<file path="src/rtl/multi_edge_debouncer.sv">
// multi_edge_debouncer
//   Multi-channel synchroniser + debouncer for board-level buttons/switches.
//   Each channel synchronises its raw input through SYNC_STAGES flops.
//   It then accepts a new level only after the input has been stable for Teff
//   cycles, where Teff = max(T,1).
//   Each channel provides a registered clean level and one-cycle rise/fall
//   pulses aligned with the level change. It also provides a sticky event flag
//   whose setting edge(s) are chosen per channel.
//
// Ports:
//   iCLK            system clock, rising edge
//   iRST            synchronous active-high reset
//   iTrigger_in     raw asynchronous inputs, one bit per channel
//   iDebounce_value stability threshold T (cycles), shared by all channels
//   iEdge_mode      per-channel event mode in [2i+1:2i]: 00 none, 01 rise,
//                   10 fall, 11 both
//   iEvent_clr      per-channel clear of the sticky event flag
//   oLevel          debounced level
//   oRising_edge    one-cycle pulse when oLevel goes 0->1
//   oFalling_edge   one-cycle pulse when oLevel goes 1->0
//   oEvent          sticky event flag
//   oBusy           high while the channel's stability counter is non-zero
module multi_edge_debouncer #(
  parameter int CHANNELS    = 4,
  parameter int CNT_WIDTH   = 16,
  parameter int SYNC_STAGES = 2,
  parameter bit RESET_LEVEL = 1'b0
) (
  input  logic                  iCLK,
  input  logic                  iRST,
  input  logic [CHANNELS-1:0]   iTrigger_in,
  input  logic [CNT_WIDTH-1:0]  iDebounce_value,
  input  logic [2*CHANNELS-1:0] iEdge_mode,
  input  logic [CHANNELS-1:0]   iEvent_clr,
  output logic [CHANNELS-1:0]   oLevel,
  output logic [CHANNELS-1:0]   oRising_edge,
  output logic [CHANNELS-1:0]   oFalling_edge,
  output logic [CHANNELS-1:0]   oEvent,
  output logic [CHANNELS-1:0]   oBusy
);

  localparam logic [CNT_WIDTH-1:0] CNT_ZERO = {CNT_WIDTH{1'b0}};
  localparam logic [CNT_WIDTH-1:0] CNT_ONE  = CNT_WIDTH'(1);

  // Acceptance limit Teff-1; T=0 is treated exactly like T=1.
  logic [CNT_WIDTH-1:0] limit_s;

  // Derive the shared acceptance limit from the runtime threshold
  always_comb begin
    limit_s = CNT_ZERO;
    if (iDebounce_value != CNT_ZERO) begin
      limit_s = iDebounce_value - CNT_ONE;
    end else begin
      limit_s = CNT_ZERO;
    end
  end

  for (genvar i = 0; i < CHANNELS; i++) begin : g_ch
    logic [SYNC_STAGES-1:0] sync_r;
    logic [CNT_WIDTH-1:0]   cnt_r;
    logic                   level_r;
    logic                   rise_r;
    logic                   fall_r;
    logic                   event_r;
    logic                   busy_r;
    logic                   sample_s;
    logic                   differ_s;
    logic                   accept_s;
    logic                   set_s;
    logic [1:0]             mode_s;

    // Only the last synchroniser stage is allowed to feed the filter
    always_comb begin
      sample_s = sync_r[SYNC_STAGES-1];
      differ_s = (sample_s != level_r);
      // >= (not ==) so a threshold lowered below a running count accepts at once
      accept_s = differ_s && (cnt_r >= limit_s);
      mode_s   = iEdge_mode[2*i +: 2];
    end

    // Select which registered pulse(s) may set the sticky flag
    always_comb begin
      set_s = 1'b0;
      case (mode_s)
        2'b01:   set_s = rise_r;
        2'b10:   set_s = fall_r;
        2'b11:   set_s = rise_r | fall_r;
        default: set_s = 1'b0;
      endcase
    end

    // Synchroniser shift chain for the raw asynchronous input
    always_ff @(posedge iCLK) begin
      if (iRST) begin
        sync_r <= {SYNC_STAGES{RESET_LEVEL}};
      end else begin
        sync_r <= {sync_r[SYNC_STAGES-2:0], iTrigger_in[i]};
      end
    end

    // Stability counter, debounced level and aligned edge pulses
    always_ff @(posedge iCLK) begin
      if (iRST) begin
        cnt_r   <= CNT_ZERO;
        busy_r  <= 1'b0;
        level_r <= RESET_LEVEL;
        rise_r  <= 1'b0;
        fall_r  <= 1'b0;
      end else if (!differ_s) begin
        // Input agrees with the level: any partial count was a glitch
        cnt_r   <= CNT_ZERO;
        busy_r  <= 1'b0;
        rise_r  <= 1'b0;
        fall_r  <= 1'b0;
      end else if (accept_s) begin
        cnt_r   <= CNT_ZERO;
        busy_r  <= 1'b0;
        level_r <= sample_s;
        rise_r  <= sample_s;
        fall_r  <= ~sample_s;
      end else begin
        // cnt stays below Teff-1 here, so cnt+1 is non-zero and cannot wrap
        cnt_r   <= cnt_r + CNT_ONE;
        busy_r  <= 1'b1;
        rise_r  <= 1'b0;
        fall_r  <= 1'b0;
      end
    end

    // Sticky event flag; a coinciding set beats the clear
    always_ff @(posedge iCLK) begin
      if (iRST) begin
        event_r <= 1'b0;
      end else if (set_s) begin
        event_r <= 1'b1;
      end else if (iEvent_clr[i]) begin
        event_r <= 1'b0;
      end else begin
        event_r <= event_r;
      end
    end

    assign oLevel[i]        = level_r;
    assign oRising_edge[i]  = rise_r;
    assign oFalling_edge[i] = fall_r;
    assign oEvent[i]        = event_r;
    assign oBusy[i]         = busy_r;
  end

endmodule
</file>
<file path="config.mk">
export PLATFORM = sky130hd
export DESIGN_NAME = multi_edge_debouncer
export DESIGN_NICKNAME = d
export VERILOG_FILES = /design/src/rtl/multi_edge_debouncer.sv
export SDC_FILE = /design/constraint.sdc
export NUM_CORES = 1
export LEC_CHECK = 0
export CORE_ASPECT_RATIO = 2
export CORE_MARGIN = 2
export CORE_UTILIZATION = 55
export DETAILED_ROUTE_END_ITERATION = 12
export GPL_TIMING_DRIVEN = 0
export HOLD_SLACK_MARGIN = 0.12
export PLACE_DENSITY = 0.88
export SLEW_MARGIN = 10
export SYNTH_ARGS = -nofsm -noshare
export SYNTH_HDL_FRONTEND = slang
export SYNTH_SLANG_ARGS = --single-unit
</file>
<file path="constraint.sdc">
create_clock -name iCLK -period 6.4 [get_ports iCLK]
set_clock_uncertainty 0.05 [all_clocks]
set_input_delay 1.92 -clock iCLK [delete_from_list [all_inputs] [get_ports iCLK]]
set_output_delay 1.92 -clock iCLK [all_outputs]
set_load 0.005 [all_outputs]
</file>
==> flow_metrics.tcl <==
set metrics [dict create \
    syn_to_final_growth_pct 18.3 \
    critPathLaunchType "primary input" \
    layout_setup_ws_ps 520 \
    routed_wl_um 13400 \
    yosysUniqueCellTypes 50 \
    synth-seq-cells 92 \
    holdBufCountCts 0 \
    worst_pin_slew_ps 703 \
    io_buffers 53 \
    holdPathStages 1 \
    synth_ff_type "dfxtp_1" \
    clock_latency_ps 350 \
    status "completed" \
    drt-pass1-iter-count 5 \
    final_cell_mix "92 x dfxtp_1, 70 x ha_1, 62 x nor2_1, 53 x clkdlybuf4s50_1" \
    ys_async_sr_fraction_pct 0 \
    post_cts_resized 0 \
    worstSetupPathType "in -> reg" \
    arrival_ps 6090 \
    drive_gt1_share_pct 8.09 \
    synth_cells 612 \
    synth_nets 716 \
    power_leakage_uw 0.00265 \
    rsz0062_at_grt "false" \
    fin_cells 812 \
    ff2ff_path_depth 8 \
    fmax_mhz 170 \
    wire_per_inst_um 16.5 \
    synth_enable_flop_cells 0 \
    diodes 0 \
    start_util_pct 56.4 \
    post-place-ws_ps 229 \
    die_area_um2 10900 \
    setup_viol 0 \
    cts.clk_slew.worst_paths_ps 60 \
    hold_class "reg -> reg" \
    hold_viol_final 0 \
    fp.dieW_um 74.7 \
    ys_seq_area_share_pct 33.5 \
    pwr_density_cell_nw_per_um2 189 \
    dp_cells 797 \
    antenna_found_initial 0 \
    cts_tree "done" \
    gp_congestion 0.906 \
    cts_buffer_depth 2 \
    grt_pass1_vias 4910 \
    cp_data_required_time_ps 6610 \
    synth_area_per_cell_um2 9.00 \
    viasPerCell 5.88 \
    route.detailed.drc 0 \
    period_share_pct 91.9 \
    numCtsBuffers 9 \
    grt_pass1_wl_um 21900 \
    ys_warn_count 0 \
    final_util_pct 66.7 \
    dp_hpwl_um 9960 \
    layout_commonest_cell "dfxtp_1" \
    post-route-min-period_ps 5880 \
    layout.nets 780 \
    netlist_area_um2 5510 \
    clock-sinks 92 \
    clock-root-buffer "clkbuf_16" \
    cp_max_fo 10 \
    slew_violations 0 \
    htree_levels 3 \
    max-cap-violations 0 \
    grt_max_degree 15 \
    ioPinCount 54 \
    core_area_um2 9760 \
    relSlewSlack_pct 52.7 \
    grt_usage_pct 26.0 \
    rows 51 \
    cts_setup_buffers 0 \
    ir_worst_vdd_mv 0.136 \
    drt-initial-drc-count 340 \
    num_vias 4777 \
    gr-total-overflow 0 \
    fp.dieH_um 145 \
    setup_tns_ps 0 \
    ant_nets 0 \
    endpoint_kind "flop" \
]
-- worst paths after layout --
path              slack, ps                end               start
setup / recovery        520  g_ch[1].cnt_r[10]  iDebounce_value[3]
hold reg to reg         390  g_ch[3].sync_r[1]   g_ch[3].sync_r[0]
hold / removal          390  g_ch[3].sync_r[1]   g_ch[3].sync_r[0]
setup reg to reg       3740  g_ch[1].cnt_r[10]    g_ch[1].cnt_r[0]
-- worst max-delay path, stage by stage --
cell and delay (ps):
clkdlybuf4s50_1 460, nor4_1 650, nand3b_1 140, or3_1 390, clkbuf_1 180, and2_1 310, ha_1 320, nand2b_1 130
a2111oi_0 590, o311a_1 280, nand2_1 190, clkbuf_1 280, nor3_1 240
-- Yosys cell counts, types with 10 or more instances --
library cell | instances | area [um2]
dfxtp_1 | 92 | 1840
ha_1 | 70 | 876
nor2_1 | 62 | 233
nand2_1 | 44 | 165
xor2_1 | 44 | 385
nand3_1 | 39 | 195
nor3_1 | 33 | 165
xnor2_1 | 27 | 236
buf_4 | 20 | 150
inv_1 | 19 | 71.3
a21oi_1 | 15 | 75.1
nand2b_1 | 15 | 93.8
nand4_1 | 15 | 93.8
and3_1 | 11 | 68.8
and4_1 | 10 | 87.6
-- cells by family after synthesis --
logic type                 share of synthesized area [%]
buffers and inverters                               5.59
muxes                                              0.364
adders and majority gates                           15.9
and+or+nand+nor                                     26.2
DFF                                                 33.5
xor gates and xnor gates                            11.3
AOI/OAI and AO/OA                                   7.23
-- power by group --
| group | internal, uW | total, uW | switching, uW |
|---|---|---|---|
| clock | 333 | 550 | 217 |
| combinational | 48.8 | 103 | 54.7 |
| sequential | 576 | 579 | 2.45 |
| total | 958 | 1230 | 274 |
-- cell type report --
class | instances | area [um2]
Buffer | 34 | 236
Clock buffer | 12 | 267
Clock inverter | 3 | 43.8
Fill cell | 760 | 3250
Inverter | 19 | 71.3
Multi-Input combinational cell | 467 | 3360
Sequential cell | 92 | 1840
Tap cell | 132 | 165
Timing Repair Buffer | 53 | 531
-- state kept, by name, indices dropped and copies added, names as in the netlist --
register	flops
g_ch.cnt_r	64
g_ch.sync_r	8
g_ch.busy_r	4
g_ch.event_r	4
g_ch.fall_r	4
g_ch.level_r	4
g_ch.rise_r	4
-- layer usage --
metal	global-route usage, %	routed length, um
met1	26.5	4900
met2	44.5	6860
met3	6.02	627
met4	18.2	969
met5	0	0
-- stage by stage --
| step | area, um2 | total power, uW | hold slack, ps |
|---|---|---|---|
| after floorplan | 5510 | 645 | 364 |
| after global placement | 6200 | 686 | 383 |
| after detailed placement | 6200 | 692 | 388 |
| after CTS | 6510 | 1240 | 403 |
| after global routing | 6510 | 1270 | 408 |
| final | 6510 | 1230 | 395 |
Power figures use the tool's default switching activity.
